[config.mk]
export PLATFORM = sky130hd
export DESIGN_NAME = rgb2bw_stream
export DESIGN_NICKNAME = d
export VERILOG_FILES = /design/src/rtl/rgb2bw_pkg.sv /design/src/rtl/rgb2bw_wsum.sv /design/src/rtl/rgb2bw_stream.sv
export SDC_FILE = /design/constraint.sdc
export NUM_CORES = 1
export LEC_CHECK = 0
export CAP_MARGIN = 0
export CORE_UTILIZATION = 35
export DETAILED_ROUTE_END_ITERATION = 10
export HOLD_SLACK_MARGIN = 0.02
export SLEW_MARGIN = 20
export SYNTH_ARGS = -nofsm -noshare
export SYNTH_HDL_FRONTEND = slang
export SYNTH_HIERARCHICAL = 1
export SYNTH_SLANG_ARGS = --single-unit
[constraint.sdc]
create_clock -name clk -period 6.5 [get_ports clk]
set_input_delay 1.3 -clock clk [delete_from_list [all_inputs] [get_ports clk]]
set_output_delay 1.3 -clock clk [all_outputs]
set_load 0.01 [all_outputs]
[src/rtl/rgb2bw_pkg.sv]
// rgb2bw_pkg: shared types and constants for the rgb2bw_stream pixel pipeline.
//   mode_e : per-beat conversion mode (luma, average, threshold BW, reserved)
//   W_*    : channel weights; each set sums to 2**P_COEF_W
//   pix_t  : payload carried by pipeline stage S1 (channels, mode, thresh, sof)
package rgb2bw_pkg;

  localparam int P_PIX_W  = 8;
  localparam int P_COEF_W = 7;

  typedef enum logic [1:0] {
    MODE_LUMA = 2'd0,
    MODE_AVG  = 2'd1,
    MODE_BW   = 2'd2,
    MODE_RSVD = 2'd3   // treated as luma
  } mode_e;

  localparam logic [P_COEF_W-1:0] W_LUMA_R = 7'd38;
  localparam logic [P_COEF_W-1:0] W_LUMA_G = 7'd75;
  localparam logic [P_COEF_W-1:0] W_LUMA_B = 7'd15;
  localparam logic [P_COEF_W-1:0] W_AVG_R  = 7'd43;
  localparam logic [P_COEF_W-1:0] W_AVG_G  = 7'd43;
  localparam logic [P_COEF_W-1:0] W_AVG_B  = 7'd42;

  typedef struct packed {
    logic [P_PIX_W-1:0] r;
    logic [P_PIX_W-1:0] g;
    logic [P_PIX_W-1:0] b;
    mode_e              mode;
    logic [P_PIX_W-1:0] thresh;
    logic               sof;
  } pix_t;

endpackage

[src/rtl/rgb2bw_wsum.sv]
// rgb2bw_wsum: stages S2 and S3 of the converter datapath.
//   S2 forms the three weighted channel products for the beat's mode.
//   S3 adds them, rounds to PIX_W bits with saturation, and applies the
//   threshold in BW mode. Both stages load only when en_i is high.
// Ports:
//   clk, rst   clock, synchronous active-high reset
//   en_i       pipeline advance enable
//   s1_i       S1 payload
//   sum_o      registered raw weighted sum
//   gray_o     registered gray / binary pixel
//   sof_o      registered start-of-frame, aligned with sum_o/gray_o
module rgb2bw_wsum
  import rgb2bw_pkg::*;
#(
  parameter int PIX_W  = P_PIX_W,
  parameter int COEF_W = P_COEF_W
) (
  input  logic                    clk,
  input  logic                    rst,
  input  logic                    en_i,
  input  pix_t                    s1_i,
  output logic [PIX_W+COEF_W-1:0] sum_o,
  output logic [PIX_W-1:0]        gray_o,
  output logic                    sof_o
);

  localparam int SUM_W = PIX_W + COEF_W;
  localparam logic [SUM_W:0] RND = (SUM_W+1)'(2**(COEF_W-1));

  // S2: weight selection and products
  logic [COEF_W-1:0] wr, wg, wb;
  always_comb begin
    wr = W_LUMA_R;
    wg = W_LUMA_G;
    wb = W_LUMA_B;
    if (s1_i.mode == MODE_AVG) begin
      wr = W_AVG_R;
      wg = W_AVG_G;
      wb = W_AVG_B;
    end
  end

  logic [SUM_W-1:0] pr_q, pg_q, pb_q;
  logic [PIX_W-1:0] thr_q;
  logic             bw_q, sof2_q;

  always_ff @(posedge clk) begin
    if (rst) begin
      pr_q   <= '0;
      pg_q   <= '0;
      pb_q   <= '0;
      thr_q  <= '0;
      bw_q   <= 1'b0;
      sof2_q <= 1'b0;
    end else if (en_i) begin
      pr_q   <= SUM_W'(s1_i.r) * SUM_W'(wr);
      pg_q   <= SUM_W'(s1_i.g) * SUM_W'(wg);
      pb_q   <= SUM_W'(s1_i.b) * SUM_W'(wb);
      thr_q  <= s1_i.thresh;
      bw_q   <= (s1_i.mode == MODE_BW);
      sof2_q <= s1_i.sof;
    end
  end

  // S3: sum, round-half-up, saturate, optional threshold
  logic [SUM_W-1:0] sum_d;
  logic [SUM_W:0]   rnd;
  logic [PIX_W:0]   gray_r;
  logic [PIX_W-1:0] gray_sat, gray_d;

  always_comb begin
    sum_d    = pr_q + pg_q + pb_q;
    rnd      = {1'b0, sum_d} + RND;
    gray_r   = (PIX_W+1)'(rnd >> COEF_W);
    gray_sat = gray_r[PIX_W] ? '1 : gray_r[PIX_W-1:0];
    gray_d   = gray_sat;
    if (bw_q) gray_d = (gray_sat >= thr_q) ? '1 : '0;
  end

  always_ff @(posedge clk) begin
    if (rst) begin
      sum_o  <= '0;
      gray_o <= '0;
      sof_o  <= 1'b0;
    end else if (en_i) begin
      sum_o  <= sum_d;
      gray_o <= gray_d;
      sof_o  <= sof2_q;
    end
  end

endmodule

[src/rtl/rgb2bw_stream.sv]
// rgb2bw_stream: 3-stage valid/ready RGB to grayscale / BW converter with
// line-column tracking for the downstream frame writer.
// Ports:
//   clk, rst                         clock, synchronous active-high reset
//   in_valid/in_ready                input handshake
//   in_red/in_green/in_blue, in_sof  input pixel and start-of-frame
//   mode, thresh                     per-beat conversion controls
//   out_valid/out_ready              output handshake
//   out_sum, out_gray, out_sof       converted pixel
//   out_eol, out_col                 line position of the current output beat
// The payload struct is sized by the package, so PIX_W/COEF_W must stay at
// the package values.
module rgb2bw_stream
  import rgb2bw_pkg::*;
#(
  parameter int PIX_W  = P_PIX_W,
  parameter int COEF_W = P_COEF_W,
  parameter int LINE_W = 640
) (
  input  logic                       clk,
  input  logic                       rst,
  input  logic                       in_valid,
  output logic                       in_ready,
  input  logic [PIX_W-1:0]           in_red,
  input  logic [PIX_W-1:0]           in_green,
  input  logic [PIX_W-1:0]           in_blue,
  input  logic                       in_sof,
  input  logic [1:0]                 mode,
  input  logic [PIX_W-1:0]           thresh,
  output logic                       out_valid,
  input  logic                       out_ready,
  output logic [PIX_W+COEF_W-1:0]    out_sum,
  output logic [PIX_W-1:0]           out_gray,
  output logic                       out_sof,
  output logic                       out_eol,
  output logic [$clog2(LINE_W)-1:0]  out_col
);

  localparam int COL_W = $clog2(LINE_W);
  localparam logic [COL_W-1:0] LAST = COL_W'(LINE_W - 1);

  // Whole-pipe stall: everything holds while the output beat waits.
  logic       en;
  logic [3:1] vld_pipe_q;
  pix_t       s1_q;

  assign en        = ~vld_pipe_q[3] | out_ready;
  assign in_ready  = en;
  assign out_valid = vld_pipe_q[3];

  always_ff @(posedge clk) begin
    if (rst) begin
      vld_pipe_q <= '0;
      s1_q       <= '0;
    end else if (en) begin
      vld_pipe_q <= {vld_pipe_q[2:1], in_valid};
      s1_q       <= '{r: in_red, g: in_green, b: in_blue, mode: mode_e'(mode),
                      thresh: thresh, sof: in_sof};
    end
  end

  rgb2bw_wsum #(.PIX_W(PIX_W), .COEF_W(COEF_W)) u_wsum (
    .clk    (clk),
    .rst    (rst),
    .en_i   (en),
    .s1_i   (s1_q),
    .sum_o  (out_sum),
    .gray_o (out_gray),
    .sof_o  (out_sof)
  );

  // col_q is the column the next beat takes unless it carries sof.
  logic [COL_W-1:0] col_q;

  assign out_col = out_sof ? '0 : col_q;
  assign out_eol = out_valid & (out_col == LAST);

  always_ff @(posedge clk) begin
    if (rst) begin
      col_q <= '0;
    end else if (out_valid & out_ready) begin
      col_q <= (out_col == LAST) ? '0 : out_col + 1'b1;
    end
  end

endmodule
# [Yosys cells after proc, flatten, opt, wreduce, memory -nomap -nowiden]
# Index checks and enable logic that the tools add are counted.
[word_totals] regBits=127 inputBits=39 elab_cells=40
[classes] addsub=4 multipliers=3 magnitude_cmp=1 eq_ne=3 mux=8 bitwise=4
[ops] operator="adder 15 bit" count=2
[ops] operator="multiplier 8 x 6 -> 14 bit" count=2
[ops] operator="two-way mux 8 bit" count=3
[ops] operator="two-way mux 10 bit" count=2
[ops] operator="adder 15 x 7 -> 16 bit, second input constant" count=1
[ops] operator="multiplier 8 x 7 -> 15 bit" count=1
[ops] operator="adder 10 x 1 -> 10 bit, second input constant" count=1
[ops] operator="== test 10 bit, second input constant" count=1
[ops] operator=">= comparator 8 bit" count=1
[ops] operator="two-way mux 7 bit" count=1
[ops] operator="two-way mux 6 bit" count=1
[ops] operator="two-way mux 4 bit" count=1
[ops] operator="bitwise AND 1 bit" count=2
[ops] operator="== test 2 x 1 -> 1 bit, second input constant" count=1
[ops] operator="== test 2 bit, second input constant" count=1
[ops] operator="NOT 1 bit" count=1
[ops] operator="bitwise OR 1 bit" count=1

# [Depth between registers and ports, before layout]
# Gate-level depths: netlist of run 1.
[depth] ltp_word=7 depth_mapped=23 depth_no_buf=22

# [Modules after synthesis]
# Netlist of run 1, hierarchy kept.
[modules_own_cells] mod="rgb2bw_wsum" n_inst=1 cells_each=879 area_per_inst_um2=7827.5
[modules_own_cells] mod="rgb2bw_stream" n_inst=1 cells_each=254 area_per_inst_um2=1976.9

# [Worst setup path after synthesis of run 1]
# Ideal clock, no wire load.
[synth_path] kind="register to register" start="register u_wsum.pr_q[1]" end="register u_wsum.gray_o[3]" setup_time_ns=0.144 t_arrival_ns=4.811 t_required_ns=6.356 path_slack_ns=1.545 stages_incl_launch_ff=21 period_less_slack_ns=4.955 cell_sequence="dfxtp_1 > fa_1 > ha_1 > fa_1 > a21o_2 > a221oi_1 > xnor2_1 > nand2_4 > or4b_4 > or3_1 > buf_6 > and2_2 > ha_1 > nand2b_1 > a21oi_1 > nor2b_1 > o21ai_0 > a21o_1 > a21oi_1 > o21ai_0 > a211oi_1"
[synth_between] elab_chain_len=7
[synth_rtl] element="start: declaration" line_no="rgb2bw_wsum.sv:43" source="logic [SUM_W-1:0] pr_q, pg_q, pb_q;"
[synth_rtl] element="start signal: assignment" line_no="rgb2bw_wsum.sv:56" source="pr_q <= SUM_W'(s1_i.r) * SUM_W'(wr);"
[synth_rtl] element="adder 15 bit (*) (2 in series)" line_no="rgb2bw_wsum.sv:72" source="sum_d = pr_q + pg_q + pb_q;"
[synth_rtl] element="net u_wsum.sum_d[7]" line_no="rgb2bw_wsum.sv:66" source="logic [SUM_W-1:0] sum_d;"
[synth_rtl] element="adder 15 x 7 -> 16 bit (*)" line_no="rgb2bw_wsum.sv:73" source="rnd = {1'b0, sum_d} + RND;"
[synth_rtl] element="two-way mux 8 bit (*)" line_no="rgb2bw_wsum.sv:75" source="gray_sat = gray_r[PIX_W] ? '1 : gray_r[PIX_W-1:0];"
[synth_rtl] element=">= comparator 8 bit" line_no="rgb2bw_wsum.sv:77" source="if (bw_q) gray_d = (gray_sat >= thr_q) ? '1 : '0;"
[synth_rtl] element="two-way mux 8 bit" line_no="rgb2bw_wsum.sv:77"
[synth_rtl] element="two-way mux 8 bit (*)" line_no="rgb2bw_wsum.sv:77"
[synth_rtl] element="end signal: assignment" line_no="rgb2bw_wsum.sv:87" source="gray_o <= gray_d;"
[synth_rtl] element="end: declaration" line_no="rgb2bw_wsum.sv:23" source="output logic [PIX_W-1:0] gray_o,"
# The timed path passes the listed nets; every way through them passes the cells marked *.
# A chain may end at the register's enable or synchronous reset.

# [Worst setup path after layout of run 1]
[layout_path] start="register u_wsum.pr_q[1]" end="register u_wsum.gray_o[1]"
# The elaborated chain is that of the path after synthesis.

==> metrics.csv, run 1 <==
metric;value;unit
async_reset_ff_share;0;%
wl_per_cell;14.0;um
nets;1409;
p_clk_share;27.0;%
clock-sinks;127;
htree_levels;4;
cp_max_fo;8;
ys_top_cells_by_count;inv_1, nand2_1, dfxtp_1, ha_1, nor2_1;
clockRootBuffer;clkbuf_16;
peakVddDrop;169;uV
seq_area_frac_synth;25.9;%
finClkSkew;0.0113;ns
vias;7697;
setup_viol;0;
top_layer_used;met4;
core;27300;um2
fin_util;42.1;%
r2r_cells;19;
cts_hold_buffers;0;
tns;0;ns
outcome;finished, final reports clean;
clk_pin_slew;0.06;ns
yosysWarnings;6;
drive_gt1_share;5.56;%
start_util;36.0;%
syn_avg_cell_area;8.65;um2
reg2reg_from;u_wsum/pr_q[1]$_SDFFE_PP0P_;
fin_crit_sh;84.7;%
yosys.cell_count.top_type;inv_1;
io_pins;76;
cp-end-kind;register;
min_delay_path_depth;2;
grt_max_degree;84;
grt-ovfl-total;0;
clock_path_buffers;2;
synth_top_area_cell;dfxtp_1;
drc_errors;0;
power.total;3.82;mW
drt_wl_total;22100;um
crit_arrival;5.77;ns
finalHoldViolCount;0;
pwr-share-seq;26.0;%
worstPathRequired;6.76;ns
yosys_register_bits;127;
rr_endpoint;u_wsum/gray_o[1]$_SDFFE_PP0P_;
dpl_cell_area;10800;um2
post_cts_resized;0;
dieArea;28700;um2
path_class;reg -> reg;
place_ws;0.997;ns
viasPerCell;4.88;
wl_met3;737;um
ys_types;77;
p_int;2.35;mW
syn_area;9800;um2
synth_edf_count;0;
total_leakage_power;5.66;nW
m1WireLength;11100;um
die_x;169;um
p_switching;1.47;mW
reg2reg_slack;0.99;ns
die_y;169;um
area.growth.synth_to_final;17.1;%
drtIter0Drc;292;
ant_nets;0;
rsz0062_at_grt;false;
ys_top_cells_by_area;dfxtp_1, ha_1, fa_1;
min_from;s1_q[5]$_SDFFE_PP0P_;
grt_pass1_wl;36600;um
slew_viol_final;0;
synthFlopType;dfxtp_1;
numCtsBuffers;17;
power_density;333;nW/um2
clk-insertion-delay-late;0.42;ns
post_cts_buffers;0;
synth_top_area_share;25.9;%
maxCapViolCount;0;
grt_pass1_vias;7436;
antenna_found_initial;0;
hold_class;reg -> reg;
cp-start-kind;register;
maxSlewHeadroom;37.5;%
fillers;2739;
antenna_cells;0;
power_frac_comb;46.9;%
globalplace.congestion;0.841;
max_freq;182;MHz
wl_met2;10100;um
whs_endpoint;s1_q[5]$_SDFFE_PP0P_;
tightestPinTransition;0.937;ns
first_pass_iters;5;
numPortBuffers;75;
row_count;60;
switching_share;38.6;%
dp_hpwl;16900;um
finalCriticalPeriod;5.51;ns
grtUsageTotal;15.9;%
synth_cells;1133;
stdcell_area;11500;um2
cts_tree;yes;
fin_ws;0.995;ns
## cell type report
type                    instances  area [um2]  share of cell area (%)
repair buffers                 83         808                    7.04
flip-flops and latches        127        2540                    22.1
clock inverters                14         205                    1.79
well taps                     372         465                    4.05
clock buffers                  18         429                    3.74
multi-input cells             827        6520                    56.8
inverters                     135         509                    4.44
## routing by layer
layer / vias up / track usage (%)
li1: 3944 / -
met1: 3629 / 22.0
met2: 114 / 25.7
met3: 10 / 2.85
met4: 0 / 3.49
met5: - / 0
## per-stage QoR
stage,instances,hold slack [ns]
floorplan,1137,0.432
global placement,1544,0.442
detailed placement,1544,0.446
CTS,1576,0.454
global route,1576,0.467
finish,1576,0.451
## registers in the layout (all words and copies together) (netlist names)
register,flops
u_wsum/sof2_q,1
u_wsum/pr_q,15
u_wsum/sum_o,15
u_wsum/thr_q,8
s1_q,35
u_wsum/pb_q,15
col_q,10
u_wsum/pg_q,15
u_wsum/gray_o,8
u_wsum/sof_o,1
vld_pipe_q,3
u_wsum/bw_q,1
## worst max-delay path, stage by stage, from the launching register on
cell,delay [ns]
dfxtp_1,0.32
fa_1,0.47
ha_1,0.25
fa_1,0.41
a21o_2,0.24
a221oi_1,0.31
xnor2_1,0.26
nand2_4,0.10
or4b_4,0.52
or3_1,0.50
and2_2,0.25
ha_1,0.26
nand2b_1,0.14
a21oi_1,0.15
nor2b_1,0.06
o21ai_0,0.15
a21o_1,0.15
a21oi_1,0.09
o21ai_0,0.63
a311oi_1,0.10
## power by group through the flow
| stage | clock, mW | combinational, mW | sequential [mW] |
|---|---|---|---|
| after floorplan | 0 | 1.32 | 1.00 |
| after global routing | 1.09 | 2.03 | 1.01 |
| after CTS | 1.06 | 1.81 | 0.998 |
| final | 1.03 | 1.79 | 0.994 |
| after detailed placement | 0 | 1.79 | 1.01 |
| after global placement | 0 | 1.78 | 1.01 |
## kinds of logic after synthesis
family	after synthesis	share of synthesized area, %
AND/OR/NAND/NOR	351	16.8
AO/OA/AOI/OAI	203	13.3
buffers and inverters	183	7.73
adder cells (fa/ha/maj)	179	27.6
flip-flops	127	25.9
multiplexers	48	4.95
XOR/XNOR	40	3.57
other	2	0.0766
## how the worst max path moves through the flow
stage                                start  slack [ns]                             to  cells after the start
4_1_cts        u_wsum/pr_q[1]$_SDFFE_PP0P_         1.0  u_wsum/gray_o[2]$_SDFFE_PP0P_                     19
5_1_grt        u_wsum/pr_q[1]$_SDFFE_PP0P_        0.62  u_wsum/gray_o[1]$_SDFFE_PP0P_                     19
3_3_place_gp   u_wsum/pr_q[1]$_SDFFE_PP0P_        1.14  u_wsum/gray_o[3]$_SDFFE_PP0P_                     19
2_1_floorplan  u_wsum/pr_q[1]$_SDFFE_PP0P_        1.54  u_wsum/gray_o[3]$_SDFFE_PP0P_                     20
3_5_place_dp   u_wsum/pr_q[1]$_SDFFE_PP0P_         1.0  u_wsum/gray_o[7]$_SDFFE_PP0P_                     19
6_report       u_wsum/pr_q[1]$_SDFFE_PP0P_        0.99  u_wsum/gray_o[1]$_SDFFE_PP0P_                     19
## placed cells by master (no fill, tap or decap), types with 8 or more instances in the layout
| master | instances |
|---|---|
| nor2_1 | 104 |
| nand2_1 | 131 |
| nor2b_1 | 13 |
| dfxtp_1 | 127 |
| o21ai_0 | 19 |
| fa_1 | 62 |
| a21oi_1 | 98 |
| nand3_1 | 12 |
| a211oi_1 | 14 |
| mux2i_1 | 44 |
| inv_1 | 134 |
| xnor2_1 | 27 |
| and2_1 | 15 |
| clkbuf_16 | 17 |
| buf_4 | 9 |
| nor3_1 | 14 |
| clkdlybuf4s50_1 | 74 |
| o21bai_1 | 8 |
| and3_1 | 10 |
| a21o_1 | 9 |
| ha_1 | 117 |
| xor2_1 | 13 |
No activity file was read; power rests on OpenSTA's default activity.
==> inputs of run 2 (changes only) <==
==> constraint.sdc (replaced) <==
create_clock -name clk -period 4.8 [get_ports clk]
set_input_delay 0.96 -clock clk [delete_from_list [all_inputs] [get_ports clk]]
set_output_delay 0.96 -clock clk [all_outputs]
set_load 0.01 [all_outputs]
==> run 2 against run 1 <==
- wire length is 1.0% higher
- combinational power is 57% higher
- sequential cell count stayed put
- via count is 1.6% higher
- utilization is 0.94 points higher
- power is 41% higher
- register-to-register slack worse by 0.89 ns
- critical path type unchanged
- critical endpoint unchanged
- largest power group unchanged
==> metrics.csv, run 2 (synthesis gave the netlist of run 1 again) <==
metric;value;unit
drt_wl_total;22300;um
cpLargestDelayFamily;adder cells;
drive_gt1_share;9.33;%
maxCapViolCount;0;
cp_max_fo;5;
path_class;reg -> reg;
final_common_cell;inv_1;
htree_levels;4;
antenna_cells;0;
final_cells;1604;
clock-sinks;127;
finalCriticalPeriod;4.69;ns
dpl_cell_area;11100;um2
first_pass_iters;4;
core;27300;um2
grt-ovfl-total;0;
switching_share;39.8;%
pwr-share-seq;25.0;%
regMostFlops;s1_q;
area.growth.synth_to_final;19.7;%
cts_hold_buffers;0;
hold_ws;0.455;ns
vias;7823;
cp_cell_sequence;fa_1 -> ha_2 -> fa_2 -> a21o_4 -> a221oi_4 -> xnor2_2 -> nand2_4 -> or4b_4 -> or3_4 -> and2_4 -> ha_4 -> nand2b_4 -> a21oi_2 -> nor2b_1 -> o21ai_1 -> a21o_1 -> a21oi_2 -> o21ai_1 -> buf_4 -> a311oi_1;
slew_viol_final;0;
clk_pin_slew;0.07;ns
finalHoldViolCount;0;
tightestPinTransition;0.975;ns
cp-start-kind;register;
drtIter0Drc;341;
viasPerCell;4.88;
p_switching;2.14;mW
io_pins;76;
nets;1437;
cts_tree;yes;
p_int;3.24;mW
fin_crit_sh;97.8;%
hold_class;reg -> reg;
largest_reg_flops;35;
globalplace.congestion;0.839;
clockRootBuffer;clkbuf_16;
dp_cells;1569;
max_freq;213;MHz
final_cell_mix;inv_1, nand2_1, dfxtp_1, ha_1, nor2_1;
die_x;169;um
start_util;36.0;%
fin_util;43.1;%
numPortBuffers;75;
worstPathRequired;5.14;ns
drc_errors;0;
clk-insertion-delay-late;0.43;ns
crit_buf_inv;1;
ant_nets;0;
clock_path_buffers;2;
wl_per_cell;13.9;um
cp_slowest_cell;or4b_4;
power_density;458;nW/um2
fillers;2761;
grt_pass1_wl;37500;um
p_clk_share;22.7;%
antenna_found_initial;0;
outcome;finished, final reports clean;
finClkSkew;0.0173;ns
total_leakage_power;5.81;nW
setup_viol;0;
peakVddDrop;245;uV
die_y;169;um
numCtsBuffers;17;
rsz0062_at_grt;true;
grt_pass1_vias;7604;
power_frac_comb;52.3;%
crit_arrival;5.03;ns
dp_hpwl;17100;um
grtUsageTotal;16.3;%
maxSlewHeadroom;34.9;%
grt_max_degree;77;
cp-end-kind;register;
dieArea;28700;um2
tns;0;ns
max_stage_delay;0.54;ns
row_count;60;
stdcell_area;11700;um2
==> run 2: routing by layer <==
layer | global-route usage, % | share of wire [%] | up-vias
li1 | - | - | 3984
met1 | 22.9 | 50 | 3727
met2 | 25.8 | 46 | 95
met3 | 2.80 | 2.8 | 17
met4 | 4.15 | 1.0 | 0
met5 | 0 | 0 | -
==> run 2: cell type report <==
type                       count  area, um2  area share (%)
clock inverter                15        129            1.10
sequential                   127       2540            21.7
clock buffer                  17        425            3.62
inverter                     135        509            4.34
multi-input combinational    827       6630            56.5
timing repair buffer         111       1030            8.78
tap                          372        465            3.97
==> run 2: power by group through the flow <==
| stage | combinational (mW) | clock, mW | sequential [mW] |
|---|---|---|---|
| after global routing | 3.14 | 1.31 | 1.37 |
| after detailed placement | 2.61 | 0 | 1.37 |
| after CTS | 2.68 | 1.26 | 1.35 |
| after floorplan | 1.80 | 0 | 1.36 |
| after global placement | 2.61 | 0 | 1.36 |
| final | 2.81 | 1.22 | 1.34 |
==> run 2: what timing repair did <==
item / CTS / global route
pin swaps: 2 / 24
setup endpoints to repair: 6 / 10
resized for setup: 4 / 20
setup buffers: 2 / 1
==> run 2: worst paths after layout <==
| check | from | end | slack [ns] | cells past startpoint |
|---|---|---|---|---|
| setup reg to reg | u_wsum/pg_q[1]$_SDFFE_PP0P_ | u_wsum/gray_o[1]$_SDFFE_PP0P_ | 0.11 | 20 |
| setup / recovery | u_wsum/pg_q[1]$_SDFFE_PP0P_ | u_wsum/gray_o[1]$_SDFFE_PP0P_ | 0.11 | 20 |
| hold reg to reg | s1_q[5]$_SDFFE_PP0P_ | s1_q[5]$_SDFFE_PP0P_ | 0.45 | 2 |
| hold / removal | s1_q[5]$_SDFFE_PP0P_ | s1_q[5]$_SDFFE_PP0P_ | 0.45 | 2 |
==> run 2: tightest hold or removal path: stages (launching register included) <==
cell,delay (ns)
dfxtp_1,0.31
nand2_1,0.05
a21oi_1,0.05
==> run 2: stage by stage <==
stage | worst slack [ns] | total power, mW
floorplan | 0.0198 | 3.16
global placement | -0.0339 | 3.97
detailed placement | -0.112 | 3.97
CTS | 0.0303 | 5.28
global route | -0.0831 | 5.82
finish | 0.107 | 5.38
